<file path="src/rtl/wifi_tx_pkg.sv">
`default_nettype none
// ============================================================================
//  Module   : wifi_tx_pkg
//  Purpose  : Shared definitions for the 802.11a transmit chain.
//             - RATE codes and their data-bits-per-OFDM-symbol (N_DBPS) values
//             - SERVICE / TAIL field lengths
//             - DATA-field sequencer state encoding
//  Ports    : none (package)
//  Revision : 1.0  initial release
// ============================================================================
package wifi_tx_pkg;

    // DATA-field framing lengths, in bits
    localparam int c_svc_bits  = 16;
    localparam int c_tail_bits = 6;

    // RATE codes (R1..R4 as transmitted in the SIGNAL field)
    localparam logic [3:0] c_rate_6m  = 4'b1101;
    localparam logic [3:0] c_rate_9m  = 4'b1111;
    localparam logic [3:0] c_rate_12m = 4'b0101;
    localparam logic [3:0] c_rate_18m = 4'b0111;
    localparam logic [3:0] c_rate_24m = 4'b1001;
    localparam logic [3:0] c_rate_36m = 4'b1011;
    localparam logic [3:0] c_rate_48m = 4'b0001;
    localparam logic [3:0] c_rate_54m = 4'b0011;

    // Data bits per OFDM symbol for each rate
    localparam logic [7:0] c_dbps_6m  = 8'd24;
    localparam logic [7:0] c_dbps_9m  = 8'd36;
    localparam logic [7:0] c_dbps_12m = 8'd48;
    localparam logic [7:0] c_dbps_18m = 8'd72;
    localparam logic [7:0] c_dbps_24m = 8'd96;
    localparam logic [7:0] c_dbps_36m = 8'd144;
    localparam logic [7:0] c_dbps_48m = 8'd192;
    localparam logic [7:0] c_dbps_54m = 8'd216;

    // DATA-field sequencer states
    typedef enum logic [2:0] {
        ST_IDLE    = 3'd0,
        ST_SERVICE = 3'd1,
        ST_DATA    = 3'd2,
        ST_TAIL    = 3'd3,
        ST_PAD     = 3'd4,
        ST_DONE    = 3'd5
    } tx_state_e;

endpackage : wifi_tx_pkg
`default_nettype wire

</file>
<file path="src/rtl/rate_dbps_lut.sv">
`default_nettype none
// ============================================================================
//  Module   : rate_dbps_lut
//  Purpose  : Combinational RATE code -> N_DBPS decode with validity flag.
//             Shared with the SIGNAL-field builder.
//  Ports    : rate   in  4  802.11a RATE code
//             n_dbps out 8  data bits per OFDM symbol (0 when invalid)
//             valid  out 1  rate code is one of the eight legal codes
//  Revision : 1.0  initial release
// ============================================================================
module rate_dbps_lut
    import wifi_tx_pkg::*;
(
    input  logic [3:0] rate,
    output logic [7:0] n_dbps,
    output logic       valid
);

    always_comb begin
        n_dbps = 8'd0;
        valid  = 1'b1;
        case (rate)
            c_rate_6m:  n_dbps = c_dbps_6m;
            c_rate_9m:  n_dbps = c_dbps_9m;
            c_rate_12m: n_dbps = c_dbps_12m;
            c_rate_18m: n_dbps = c_dbps_18m;
            c_rate_24m: n_dbps = c_dbps_24m;
            c_rate_36m: n_dbps = c_dbps_36m;
            c_rate_48m: n_dbps = c_dbps_48m;
            c_rate_54m: n_dbps = c_dbps_54m;
            default:    valid  = 1'b0;
        endcase
    end

endmodule : rate_dbps_lut
`default_nettype wire

</file>
<file path="src/rtl/tx_encode_ctrl.sv">
`default_nettype none
// ============================================================================
//  Module   : tx_encode_ctrl
//  Purpose  : 802.11a DATA-field frame sequencer in front of the scrambler and
//             convolutional encoder. Serialises SERVICE(16 zeros), the PSDU
//             (LSB first), TAIL(6 zeros) and PAD zeros up to a whole number of
//             OFDM symbols, one bit per cycle.
//  Ports    : Clk        in   1      system clock, rising edge
//             Reset      in   1      asynchronous active-low reset
//             Tx_Req     in   1      frame request (sampled in IDLE only)
//             Rate       in   4      RATE code, sampled with Tx_Req
//             Length     in   LEN_W  PSDU length in bytes, sampled with Tx_Req
//             Tx_Ack     out  1      pulse: request accepted
//             Byte_In    in   8      PSDU byte
//             Byte_Valid in   1      Byte_In valid
//             Byte_Ready out  1      pulse: byte consumed this cycle
//             Bit_Out    out  1      serial bit to scrambler
//             Bit_Valid  out  1      Bit_Out valid / encoder Start
//             Tail_Zero  out  1      tail bit: scrambled bit forced to 0
//             Scr_Init   out  1      pulse: scrambler seed load
//             Sym_Start  out  1      first valid bit of an OFDM symbol
//             Sym_Cnt    out  11     symbols started in the current frame
//             Busy       out  1      frame in progress
//             Done       out  1      pulse after the last pad bit
//             Err        out  1      pulse: request rejected
//  Revision : 1.0  initial release
// ============================================================================
module tx_encode_ctrl
    import wifi_tx_pkg::*;
#(
    parameter int LEN_W     = 12,
    parameter int SVC_BITS  = c_svc_bits,
    parameter int TAIL_BITS = c_tail_bits
)(
    input  logic             Clk,
    input  logic             Reset,
    input  logic             Tx_Req,
    input  logic [3:0]       Rate,
    input  logic [LEN_W-1:0] Length,
    output logic             Tx_Ack,
    input  logic [7:0]       Byte_In,
    input  logic             Byte_Valid,
    output logic             Byte_Ready,
    output logic             Bit_Out,
    output logic             Bit_Valid,
    output logic             Tail_Zero,
    output logic             Scr_Init,
    output logic             Sym_Start,
    output logic [10:0]      Sym_Cnt,
    output logic             Busy,
    output logic             Done,
    output logic             Err
);

    // One counter serves both the SERVICE and the TAIL phase
    localparam int c_ph_max = (SVC_BITS > TAIL_BITS) ? SVC_BITS : TAIL_BITS;
    localparam int c_ph_w   = $clog2(c_ph_max + 1);
    localparam logic [c_ph_w-1:0] c_svc_last  = c_ph_w'(SVC_BITS - 1);
    localparam logic [c_ph_w-1:0] c_tail_last = c_ph_w'(TAIL_BITS - 1);

    tx_state_e          r_state;
    tx_state_e          w_state_nxt;

    logic [LEN_W-1:0]   r_len;
    logic [LEN_W-1:0]   r_byte_cnt;     // bytes loaded so far
    logic [7:0]         r_ndbps;
    logic [c_ph_w-1:0]  r_phase_cnt;
    logic [7:0]         r_byte;
    logic               r_full;         // r_byte holds bits still to emit
    logic [2:0]         r_bit_idx;
    logic [7:0]         r_sym_bit_cnt;
    logic [10:0]        r_sym_cnt;
    logic               r_tx_ack;
    logic               r_scr_init;
    logic               r_err;

    logic [7:0]         w_ndbps;
    logic               w_rate_ok;
    logic               w_req_ok;
    logic               w_in_data;
    logic               w_byte_last_bit;
    logic               w_more_bytes;
    logic               w_load;
    logic               w_sym_end;
    logic               w_bit_valid;
    logic               w_tail_zero;
    logic               w_busy;
    logic               w_done;

    rate_dbps_lut u_rate_lut (
        .rate   (Rate),
        .n_dbps (w_ndbps),
        .valid  (w_rate_ok)
    );

    assign w_req_ok        = w_rate_ok && (Length != '0);
    assign w_in_data       = (r_state == ST_DATA);
    assign w_byte_last_bit = r_full && (r_bit_idx == 3'd7);
    assign w_more_bytes    = (r_byte_cnt != r_len);
    // A new byte may enter while the previous one emits b7, keeping the
    // serial stream gapless when the source keeps up.
    assign w_load          = w_in_data && w_more_bytes && Byte_Valid &&
                             (!r_full || w_byte_last_bit);
    assign w_sym_end       = (r_sym_bit_cnt == (r_ndbps - 8'd1));

    // ------------------------------------------------------------------
    // Next state and per-state outputs
    // ------------------------------------------------------------------
    always_comb begin
        w_state_nxt = r_state;
        w_bit_valid = 1'b0;
        w_tail_zero = 1'b0;
        w_busy      = 1'b0;
        w_done      = 1'b0;
        case (r_state)
            ST_IDLE: begin
                if (Tx_Req && w_req_ok) w_state_nxt = ST_SERVICE;
            end
            ST_SERVICE: begin
                w_bit_valid = 1'b1;
                w_busy      = 1'b1;
                if (r_phase_cnt == c_svc_last) w_state_nxt = ST_DATA;
            end
            ST_DATA: begin
                w_bit_valid = r_full;
                w_busy      = 1'b1;
                if (w_byte_last_bit && !w_more_bytes) w_state_nxt = ST_TAIL;
            end
            ST_TAIL: begin
                w_bit_valid = 1'b1;
                w_tail_zero = 1'b1;
                w_busy      = 1'b1;
                if (r_phase_cnt == c_tail_last)
                    w_state_nxt = w_sym_end ? ST_DONE : ST_PAD;
            end
            ST_PAD: begin
                w_bit_valid = 1'b1;
                w_busy      = 1'b1;
                if (w_sym_end) w_state_nxt = ST_DONE;
            end
            ST_DONE: begin
                w_done      = 1'b1;
                w_state_nxt = ST_IDLE;
            end
            default: w_state_nxt = ST_IDLE;
        endcase
    end

    always_ff @(posedge Clk or negedge Reset) begin
        if (!Reset) r_state <= ST_IDLE;
        else        r_state <= w_state_nxt;
    end

    // ------------------------------------------------------------------
    // Datapath: request latch, phase/byte/symbol counters, pulses
    // ------------------------------------------------------------------
    always_ff @(posedge Clk or negedge Reset) begin
        if (!Reset) begin
            r_len         <= '0;
            r_byte_cnt    <= '0;
            r_ndbps       <= 8'd0;
            r_phase_cnt   <= '0;
            r_byte        <= 8'd0;
            r_full        <= 1'b0;
            r_bit_idx     <= 3'd0;
            r_sym_bit_cnt <= 8'd0;
            r_sym_cnt     <= 11'd0;
            r_tx_ack      <= 1'b0;
            r_scr_init    <= 1'b0;
            r_err         <= 1'b0;
        end else begin
            r_tx_ack   <= 1'b0;
            r_scr_init <= 1'b0;
            r_err      <= 1'b0;

            if (r_state == ST_IDLE && Tx_Req) begin
                if (w_req_ok) begin
                    r_tx_ack      <= 1'b1;
                    r_scr_init    <= 1'b1;
                    r_len         <= Length;
                    r_ndbps       <= w_ndbps;
                    r_byte_cnt    <= '0;
                    r_phase_cnt   <= '0;
                    r_full        <= 1'b0;
                    r_bit_idx     <= 3'd0;
                    r_sym_bit_cnt <= 8'd0;
                    r_sym_cnt     <= 11'd0;
                end else begin
                    r_err <= 1'b1;
                end
            end

            if (r_state == ST_SERVICE)
                r_phase_cnt <= (r_phase_cnt == c_svc_last) ? '0 : r_phase_cnt + 1'b1;
            else if (r_state == ST_TAIL)
                r_phase_cnt <= (r_phase_cnt == c_tail_last) ? '0 : r_phase_cnt + 1'b1;

            if (w_load) begin
                r_byte     <= Byte_In;
                r_full     <= 1'b1;
                r_bit_idx  <= 3'd0;
                r_byte_cnt <= r_byte_cnt + LEN_W'(1);
            end else if (w_in_data && r_full) begin
                if (r_bit_idx == 3'd7) r_full <= 1'b0;
                r_bit_idx <= r_bit_idx + 3'd1;
            end

            // Symbol counters advance only on valid bits, so stalls hold them
            if (w_bit_valid) begin
                r_sym_bit_cnt <= w_sym_end ? 8'd0 : r_sym_bit_cnt + 8'd1;
                if (r_sym_bit_cnt == 8'd0) r_sym_cnt <= r_sym_cnt + 11'd1;
            end
        end
    end

    assign Tx_Ack     = r_tx_ack;
    assign Scr_Init   = r_scr_init;
    assign Err        = r_err;
    assign Byte_Ready = w_load;
    assign Bit_Valid  = w_bit_valid;
    assign Bit_Out    = w_in_data && r_full && r_byte[r_bit_idx];
    assign Tail_Zero  = w_tail_zero;
    assign Sym_Start  = w_bit_valid && (r_sym_bit_cnt == 8'd0);
    assign Sym_Cnt    = r_sym_cnt;
    assign Busy       = w_busy;
    assign Done       = w_done;

endmodule : tx_encode_ctrl
`default_nettype wire

</file>
<file path="config.mk">
export PLATFORM = sky130hd
export DESIGN_NAME = tx_encode_ctrl
export DESIGN_NICKNAME = d
export VERILOG_FILES = /design/src/rtl/wifi_tx_pkg.sv /design/src/rtl/rate_dbps_lut.sv /design/src/rtl/tx_encode_ctrl.sv
export SDC_FILE = /design/constraint.sdc
export NUM_CORES = 1
export LEC_CHECK = 0
export ABC_AREA = 1
export BUFFER_PORTS_ARGS = -buffer_cell sky130_fd_sc_hd__buf_2
export CAP_MARGIN = 30
export CORE_MARGIN = 3
export CORE_UTILIZATION = 55
export CTS_CLUSTER_SIZE = 16
export DETAILED_ROUTE_END_ITERATION = 8
export GPL_TIMING_DRIVEN = 1
export PLACE_DENSITY = 0.76
export RECOVER_POWER = 50
export SYNTH_ARGS = -nofsm -noshare
export SYNTH_HDL_FRONTEND = slang
export SYNTH_SLANG_ARGS = --single-unit
</file>
<file path="constraint.sdc">
create_clock -name Clk -period 2.4 [get_ports Clk]
set_clock_uncertainty 0.1 [all_clocks]
set_input_delay 0.12 -clock Clk [delete_from_list [all_inputs] [get_ports Clk]]
set_output_delay 0.12 -clock Clk [all_outputs]
set_load 0.01 [all_outputs]
</file>
== Yosys cells after proc, flatten, opt, wreduce, memory -nomap -nowiden ==
Index checks and enable logic that the tools add are counted.
Storage, ports and cells
  register bits after elaboration: 73
  RAM bits: 0
  memories: 0
  bits in latches: 0
  memory bits (read-only): 0
  logic and storage cells: 121
Cells by class
  multiply operators: 0
  bitwise operators: 0
  order comparisons: 1
  reduce and logical (&&, ||, !) cells: 34
  divide/modulo/power cells: 0
  shifts and indexed selects: 0
  add/sub/neg operators: 6
  equal/unequal tests: 23
  muxes and demuxes: 45
Operators by type and width (count)
  $pmux W8 S8: 1
  $mux W11: 4
  $mux W12: 3
  $mux W8: 4
  $mux W5: 6
  $mux W3: 9
  $eq A4 B4 Y1 const B: 4
  $mux W1: 15
  $pmux W3 S5: 1
  $add A12 B1 Y12 const B: 1
  $ne A12 B12 Y1: 1
  $reduce_bool A12 Y1: 1
  $reduce_bool A3 Y1: 4
  $add A11 B1 Y11 const B: 1
  $logic_and A1 B1 Y1: 11
  $reduce_and A2 Y1: 5
  $eq A3 B3 Y1 const B: 3
  $add A8 B1 Y8 const B: 1
  $eq A4 B3 Y1 const B: 2
  $eq A8 B8 Y1: 1
  $logic_not A8 Y1: 1
  $ne A2 B2 Y1 const B: 4
  $reduce_bool A2 Y1: 4
  $reduce_or A8 Y1: 1
  19 further kinds: 21

== Logic depth before layout (Yosys ltp) ==
Gate-level depths: netlist of run 1.
  depth after elaboration: 9
  mapped depth: 12
  mapped depth without buffers: 12

== Cells and area by module ==
From an unflattened synthesis of run 1, not the netlist that was laid out.
Second synthesis, totals
  cells, all modules: 566
  area total of the unflattened synthesis: 4324.1 um2
Modules (own cells, without submodules)
  tx_encode_ctrl: cells an instance 541, seq. area each 1826.8 um2, area each 4199.0 um2, times used 1
  rate_dbps_lut: cells an instance 25, seq. area each 0.0 um2, area each 125.1 um2, times used 1

== Worst setup path after synthesis of run 1 ==
Ideal clock, no wire load.
  path type: reg-to-reg
  start: register r_ndbps[2]
  end: register r_state[1]
  path slack: 0.653 ns
  clock period less this slack: 1.747 ns
  data required time: 2.183 ns
  arrival: 1.530 ns
  cell stages (with the launch flop): 13
  cell sequence: dfrtp_1 > inv_1 > ha_1 > nand2_1 > inv_1 > nor2_1 > nand3_1 > nor2_1 > nand3_2 > a21oi_2 > nand2_1 > nand2_1 > nand2_1
Between the ends
  cells in the longest elaborated chain, start to end: 4
RTL lines
  start, declared: line tx_encode_ctrl.sv:66  | logic [7:0] r_ndbps;
  start signal, assigned: line tx_encode_ctrl.sv:181  | r_ndbps <= w_ndbps;
  $sub A8 B1 Y8: line tx_encode_ctrl.sv:104  | assign w_sym_end = (r_sym_bit_cnt == (r_ndbps - 8'd1));
  $eq A8 B8 Y1: line tx_encode_ctrl.sv:104
  $ne A2 B2 Y1 (no line)
  $reduce_and A5 Y1 (no line)
  end signal, assigned: line tx_encode_ctrl.sv:151  | else r_state <= w_state_nxt;
  end, declared: line tx_encode_ctrl.sv:61  | tx_state_e r_state;
No other way between the ends.
A chain may end at the register's enable or synchronous reset.

== Worst setup path in the final report of run 1 ==
  start: register r_bit_idx[0]
  end: output Byte_Ready
Between the ends
  cells in the longest elaborated chain, start to end: 4
RTL lines
  start, declared: line tx_encode_ctrl.sv:70  | logic [2:0] r_bit_idx;
  start signal, assigned: line tx_encode_ctrl.sv:205  | r_bit_idx <= r_bit_idx + 3'd1;
  $eq A3 B3 Y1: line tx_encode_ctrl.sv:98  | assign w_byte_last_bit = r_full && (r_bit_idx == 3'd7);
  $logic_and A1 B1 Y1: line tx_encode_ctrl.sv:98
  $logic_or A1 B1 Y1: line tx_encode_ctrl.sv:103  | (!r_full || w_byte_last_bit);
  $logic_and A1 B1 Y1: line tx_encode_ctrl.sv:102  | assign w_load = w_in_data && w_more_bytes && Byte_Valid &&
  end, declared: line tx_encode_ctrl.sv:43  | output logic Byte_Ready,
No other way between the ends.

==> results of run 1 <==
-- synth_stat cells (2+ instances only) --
library cell,n
inv_1,63
dfrtp_1,71
nand4_1,7
inv_2,7
o32ai_1,2
nor2_1,44
buf_4,4
nand2_1,164
nor3_1,7
o21ai_0,40
nand2_4,4
xnor2_1,5
o22ai_1,11
o21ai_1,7
nand2_2,2
xor2_1,16
a21oi_1,13
nand3_1,34
buf_2,4
nor2_2,2
ha_1,11
-- timing repair --
item | 4_1_cts | 5_1_grt
setup endpoints to repair | 0 | 1
hold buffers | 23 | 0
hold endpoints to repair | 44 | 0
-- per-stage QoR --
stage / hold WS, ns / instances / setup WS [ns] / power (W)
6_report: 0.0441 / 712 / 0.163 / 0.00563
5_1_grt: 0.0816 / 712 / 0.0156 / 0.00617
4_1_cts: 0.0420 / 711 / 0.0778 / 0.00565
3_5_place_dp: 0.0555 / 672 / 0.442 / 0.00467
3_3_place_gp: 0.0451 / 672 / 0.487 / 0.00459
2_1_floorplan: -0.276 / 534 / 0.653 / 0.00401
-- layout make-up --
| class | count | area, sq um | share of cell area, % |
|---|---|---|---|
| Inverter | 71 | 268 | 5.56 |
| Clock inverter | 4 | 45.0 | 0.936 |
| Timing Repair Buffer | 74 | 488 | 10.1 |
| Multi-Input combinational cell | 384 | 1970 | 40.9 |
| Clock buffer | 12 | 145 | 3.02 |
| Tap cell | 96 | 120 | 2.50 |
| Sequential cell | 71 | 1780 | 36.9 |
-- kinds of logic after synthesis --
| logic type | share of synthesized area, % |
|---|---|
| and+or+nand+nor | 29.2 |
| AOI/OAI and AO/OA | 11.2 |
| buffers and inverters | 8.09 |
| DFF | 43.7 |
| xor gates and xnor gates | 4.52 |
| adders and majority gates | 3.38 |
-- cell usage in the layout, fill, tap and decap left out, types with 2 or more instances in the layout --
master         instances
nand2_1              164
dfrtp_1               71
inv_1                 63
nor2_1                44
o21ai_0               40
nand3_1               34
buf_2                 34
dlygate4sd3_1         23
xor2_1                16
clkbuf_1              16
a21oi_1               13
o22ai_1               11
ha_1                  11
clkbuf_8              10
inv_2                  7
nor3_1                 7
nand4_1                7
o21ai_1                7
xnor2_1                5
nand2_4                4
clkinv_2               4
nand2_2                3
nor2_2                 2
o32ai_1                2
buf_4                  2
-- worst paths after layout --
path,start,to,slack (ns),cells after the start
max,r_bit_idx[0],Byte_Ready,0.16,7
min,Rate[3],r_ndbps[6],0.04,4
max reg2reg,r_state[0],r_ndbps[2],0.47,5
min reg2reg,r_byte[6],r_byte[6],0.39,2
max in group asynchronous,Reset,r_phase_cnt[3],0.75,3
min in group asynchronous,Reset,r_len[3],0.54,2
-- sequential cells by signal (all words and copies together), names as in the netlist --
register and flops:
r_byte_cnt 12, r_len 12, Sym_Cnt 11, r_byte 8
r_sym_bit_cnt 8, r_ndbps 6, r_phase_cnt 5, r_bit_idx 3
r_state 3, Err 1, Scr_Init 1, r_full 1
-- routing by layer --
layer / track usage (%) / routed length [um] / part of all wire [%] / up-vias
met1: 32.2 / 4340 / 49 / 1675
met5: 0 / 0 / 0 / -
li1: - / - / - / 1869
met2: 35.2 / 3960 / 44 / 97
met4: 8.42 / 137 / 1.5 / 0
met3: 3.12 / 473 / 5.3 / 12
-- tightest hold or removal path, stage by stage --
cell     delay (ns)
buf_2          0.11
o21ai_0        0.09
nand2_1        0.06
o21ai_0        0.06
-- power breakdown --
group | internal (W) | switching (W)
logic | 0.000953 | 0.00160
clock network | 0.000504 | 0.000430
registers | 0.00167 | 0.000467
==> impl_metrics.csv, run 1 <==
group,metric,value,unit
timing,setup_violations,0,
floorplanning,dieArea,8470,sq um
worst_setup_path,cp_common_cell,"ha_1",
global_route,grt.overflow.total,0,
status,status,"finished clean",
global_route,grt_pass1_vias,3426,
drt,drtIter0Drc,235,
floorplanning,rows,30,
timing,maxSlewHeadroom,5.15,%
floorplanning,coreArea,6980,sq um
logic_synthesis,synth_edf_count,0,
timing,maxSlewViolCount,0,
clock_network,cts_htree_levels,3,
clock_network,post_cts_buffers,0,
timing,fin_crit,2.24,ns
global_route,antenna_found_initial,0,
clock_network,clk_path_buf_depth,2,
placement,dp_hpwl,6470,um
drt,first_pass_iters,5,
global_route,grt_max_degree,49,
logic_synthesis,synth_top_flop_cell,"dfrtp_1",
logic_synthesis,synth_area,4070,sq um
global_route,grtUsageTotal,22.6,%
pwr,powerDensity,1170,nW/um^2
logic_synthesis,syn_avg_cell_area,7.62,sq um
clock_network,clock_latency,0.34,ns
min_path,hp-class,"input pin to flip-flop",
worst_setup_path,critPathTopFamily,"flip-flops",
timing,setup_tns,0,ns
worst_setup_path,critPathBufInv,2,
timing,fmax,447,MHz
timing,tightest_slew,1.42,ns
final_layout,antenna_cells,0,
logic_synthesis,seq_area_frac_synth,43.7,%
floorplanning,die_w,92.0,um
clock_network,cts.clk_slew.worst_paths,0.07,ns
worst_setup_path,setup.worst_path.end_class,"output port",
logic_synthesis,ys_seq_elements,71,
logic_synthesis,postSynthCellCount,534,
logic_synthesis,yosys_warnings,0,
placement,dpl_cell_area,4400,sq um
drt,wl,8920,um
timing,timing.final.crit_share,93.2,%
logic_synthesis,synthesis.nets,573,
timing,hold_viol_final,0,
global_route,grt_first_pass_wirelength,15500,um
final_layout,syn_to_final_growth,18.3,%
drt,viasPerCell,5.13,
drt,postRouteAntennaNets,0,
clock_network,cts.sinks,71,
worst_setup_path,worstSetupPathType,"flip-flop to output port",
clock_network,cts.root.buffer_cell,"clkbuf_8",
pwr,p_leak,2.38,nW
clock_network,numCtsBuffers,9,
logic_synthesis,ys_async_sr_fraction,100,%
drt,routed-via-count,3653,
final_layout,fillCellCount,599,
final_layout,nets,650,
timing,rsz0062_at_grt,"no",
pwr,ir_drop,637,uV
placement,io_buffers,48,
worst_setup_path,cpPeakStageDelay,0.45,ns
worst_setup_path,path_cells,"ha_1 > ha_1 > o21ai_0 > nor2_2 > nand2_4 > inv_2 > buf_2",
clock_network,cts_tree,"built",
floorplanning,io_pins,49,
worst_setup_path,cp_slowest_cell,"dfrtp_1",
final_layout,drive_above_1_share,12.5,%
logic_synthesis,synth_top_area_cell,"dfrtp_1",
final_layout,utilization,68.9,%
floorplanning,die-height,92.0,um
drt,wl_per_cell,12.5,um
placement,gp_congestion,0.883,
floorplanning,start_util,58.3,%
clock_network,cts_resized,0,
run,cap_violations,0,
logic_synthesis,yosys-top-cells-area,"dfrtp_1 44%, nand2_1 15%, inv_1 5.8%, o21ai_0 4.9%, nand3_1 4.2%",
final_layout,design_area,4810,sq um
logic_synthesis,synth_top_area_share,43.7,%
worst_setup_path,crit_fanout,13,
worst_setup_path,critPathArrivalTime,2.02,ns
drt,drc,0,
worst_setup_path,crit_path_start_kind,"flip-flop",
worst_setup_path,critPathRequiredTime,2.18,ns
logic_synthesis,synth.distinct_cells,37,
(Power assumes the default switching activity.)
==> inputs of run 2 (changes only) <==
--- a/config.mk
+++ b/config.mk
@@ -9,11 +9,10 @@
 export BUFFER_PORTS_ARGS = -buffer_cell sky130_fd_sc_hd__buf_2
 export CAP_MARGIN = 30
 export CORE_MARGIN = 3
-export CORE_UTILIZATION = 55
+export CORE_UTILIZATION = 40
 export CTS_CLUSTER_SIZE = 16
 export DETAILED_ROUTE_END_ITERATION = 8
 export GPL_TIMING_DRIVEN = 1
-export PLACE_DENSITY = 0.76
 export RECOVER_POWER = 50
 export SYNTH_ARGS = -nofsm -noshare
 export SYNTH_HDL_FRONTEND = slang
==> run 2 against run 1 <==
Net effect:
- die area rose by 35%
- cell area increased by 1.5%
- largest cell class unchanged
- global-route usage shrank 5.0 points
- sequential share of layout area down 0.52 points
- critical path type unchanged
- routed wire length increased by 2.9%
- cell count is 5.2% higher
- clock power increased by 13%
- via count shrank 0.90%
- sequential power about the same
- the flow now finishes with violations (capacitance limit, slew limit)
- hold slack gained 0.0012 ns
- first-iteration DRC count down 24%
- register-to-register slack worse by 0.04 ns
==> impl_metrics.csv, run 2 (synthesis gave the netlist of run 1 again) <==
group,metric,value,unit
floorplanning,rows,36,
placement,dp_hpwl,6580,um
final_layout,final_common_cell,"nand2_1",
final_layout,fillCellCount,1032,
min_path,hp-class,"input pin to flip-flop",
pwr,p_int,0.00322,W
global_route,grt_first_pass_wirelength,16200,um
final_layout,syn_to_final_growth,20.0,%
final_layout,antenna_cells,0,
timing,fin_crit,2.19,ns
clock_network,numCtsBuffers,9,
placement,io_buffers,48,
floorplanning,dieArea,11400,sq um
drt,postRouteAntennaNets,0,
pwr,power_switching,0.00251,W
clock_network,cts_htree_levels,3,
worst_setup_path,critPathArrivalTime,1.97,ns
drt,first_pass_iters,4,
global_route,grt.overflow.total,0,
pwr,ir_drop,645,uV
global_route,grt_max_degree,72,
final_layout,nets,650,
drt,wl_per_cell,12.2,um
drt,routed-via-count,3620,
floorplanning,die-height,107,um
clock_network,cts_tree,"built",
worst_setup_path,setup.worst_path.end_class,"output port",
timing,setup_tns,0,ns
drt,drtIter0Drc,179,
final_layout,layout_common_cells,"164 x nand2_1, 70 x dfrtp_1, 63 x inv_1",
drt,viasPerCell,4.83,
pwr,pwr-share-clk,18.4,%
clock_network,cts.sinks,71,
clock_network,clock_latency,0.34,ns
final_layout,layout.cells.non_filler,749,
clock_network,cts.root.buffer_cell,"clkbuf_8",
worst_setup_path,worstSetupPathType,"flip-flop to output port",
clock_network,clk_path_buf_depth,2,
timing,maxSlewViolCount,72,
floorplanning,coreArea,9820,sq um
pwr,p_leak,2.39,nW
floorplanning,die_w,107,um
placement,pre_cts_slack,0.430,ns
timing,rsz0062_at_grt,"no",
worst_setup_path,crit_path_start_kind,"flip-flop",
timing,hold_viol_final,0,
pwr,p_sw_share,43.8,%
floorplanning,start_util,41.4,%
global_route,grt_pass1_vias,3433,
clock_network,post_cts_buffers,0,
timing,timing.final.crit_share,91.2,%
worst_setup_path,critPathRequiredTime,2.18,ns
timing,maxSlewHeadroom,-7.17,%
drt,drc,0,
timing,setup_slack,0.212,ns
timing,setup_violations,0,
placement,gp_congestion,0.837,
global_route,grtUsageTotal,17.6,%
clock_network,cts.clk_slew.worst_paths,0.08,ns
final_layout,drive_above_1_share,13.5,%
drt,wl,9170,um
worst_setup_path,crit_fanout,25,
pwr,powerDensity,1170,nW/um^2
floorplanning,io_pins,49,
pwr,comb_power_share,44.4,%
placement,dpl_cell_area,4460,sq um
timing,tightest_slew,1.61,ns
placement,dp.cells,710,
final_layout,design_area,4880,sq um
status,violations,"capacitance limit, slew limit",
pwr,p_seq_share,37.2,%
status,status,"finished, violations left",
timing,fmax,457,MHz
run,cap_violations,1,
global_route,antenna_found_initial,0,
==> run 2: path summary, 6_finish.rpt <==
path / to / slack, ns / startpoint / cells past startpoint
max reg2reg: r_state[1] / 0.43 / r_ndbps[2] / 12
max in group asynchronous: r_byte_cnt[0] / 0.42 / Reset / 3
min in group asynchronous: r_sym_bit_cnt[5] / 0.70 / Reset / 3
max: Byte_Ready / 0.21 / r_bit_idx[0] / 7
min: r_ndbps[5] / 0.05 / Rate[1] / 3
min reg2reg: r_byte[7] / 0.39 / r_byte[7] / 2
==> run 2: power by group through the flow <==
stage | logic (W) | clock network, W | registers [W]
after CTS | 0.00257 | 0.00108 | 0.00213
final | 0.00254 | 0.00106 | 0.00213
after floorplan | 0.00196 | 0 | 0.00205
after global placement | 0.00248 | 0 | 0.00213
after global routing | 0.00297 | 0.00114 | 0.00222
after detailed placement | 0.00253 | 0 | 0.00214
==> run 2: timing repair <==
| item | in CTS | in global routing |
|---|---|---|
| gates resized for setup | 0 | 3 |
| endpoints found under the setup margin | 0 | 1 |
| hold endpoints to repair | 92 | 0 |
| hold buffers | 23 | 0 |
==> run 2: area by class of cell <==
class | instances | area [sq um] | area share [%]
Tap cell | 133 | 166 | 3.41
Clock inverter | 6 | 85.1 | 1.74
Inverter | 71 | 270 | 5.53
Clock buffer | 10 | 128 | 2.61
Timing Repair Buffer | 75 | 485 | 9.94
Multi-Input combinational cell | 383 | 1970 | 40.4
Sequential cell | 71 | 1780 | 36.4
==> run 2: worst max-delay path, cell delays in order (launching register included) <==
cell and delay, ns:
dfrtp_1 0.45, ha_1 0.18, ha_1 0.17, o21ai_0 0.11, nor2_2 0.22, nand2_8 0.16, inv_4 0.16, buf_2 0.15
==> run 2: layer usage <==
layer  global-route usage [%]  wire length, um  up-vias
li1                         -                -     1874
met1                     25.8             4580     1671
met2                     26.3             4060       64
met3                     2.95              407       11
met4                     5.75              123        0
met5                        0                0        -
==> run 2: metrics by stage <==
stage | hold slack [ns] | total power, W | utilization [%]
final | 0.0454 | 0.00573 | 49.7
after detailed placement | 0.0832 | 0.00467 | 45.4
after global routing | 0.0537 | 0.00633 | 49.7
after floorplan | -0.276 | 0.00401 | -
after CTS | 0.0307 | 0.00579 | 49.9
after global placement | 0.0799 | 0.00462 | 45.4
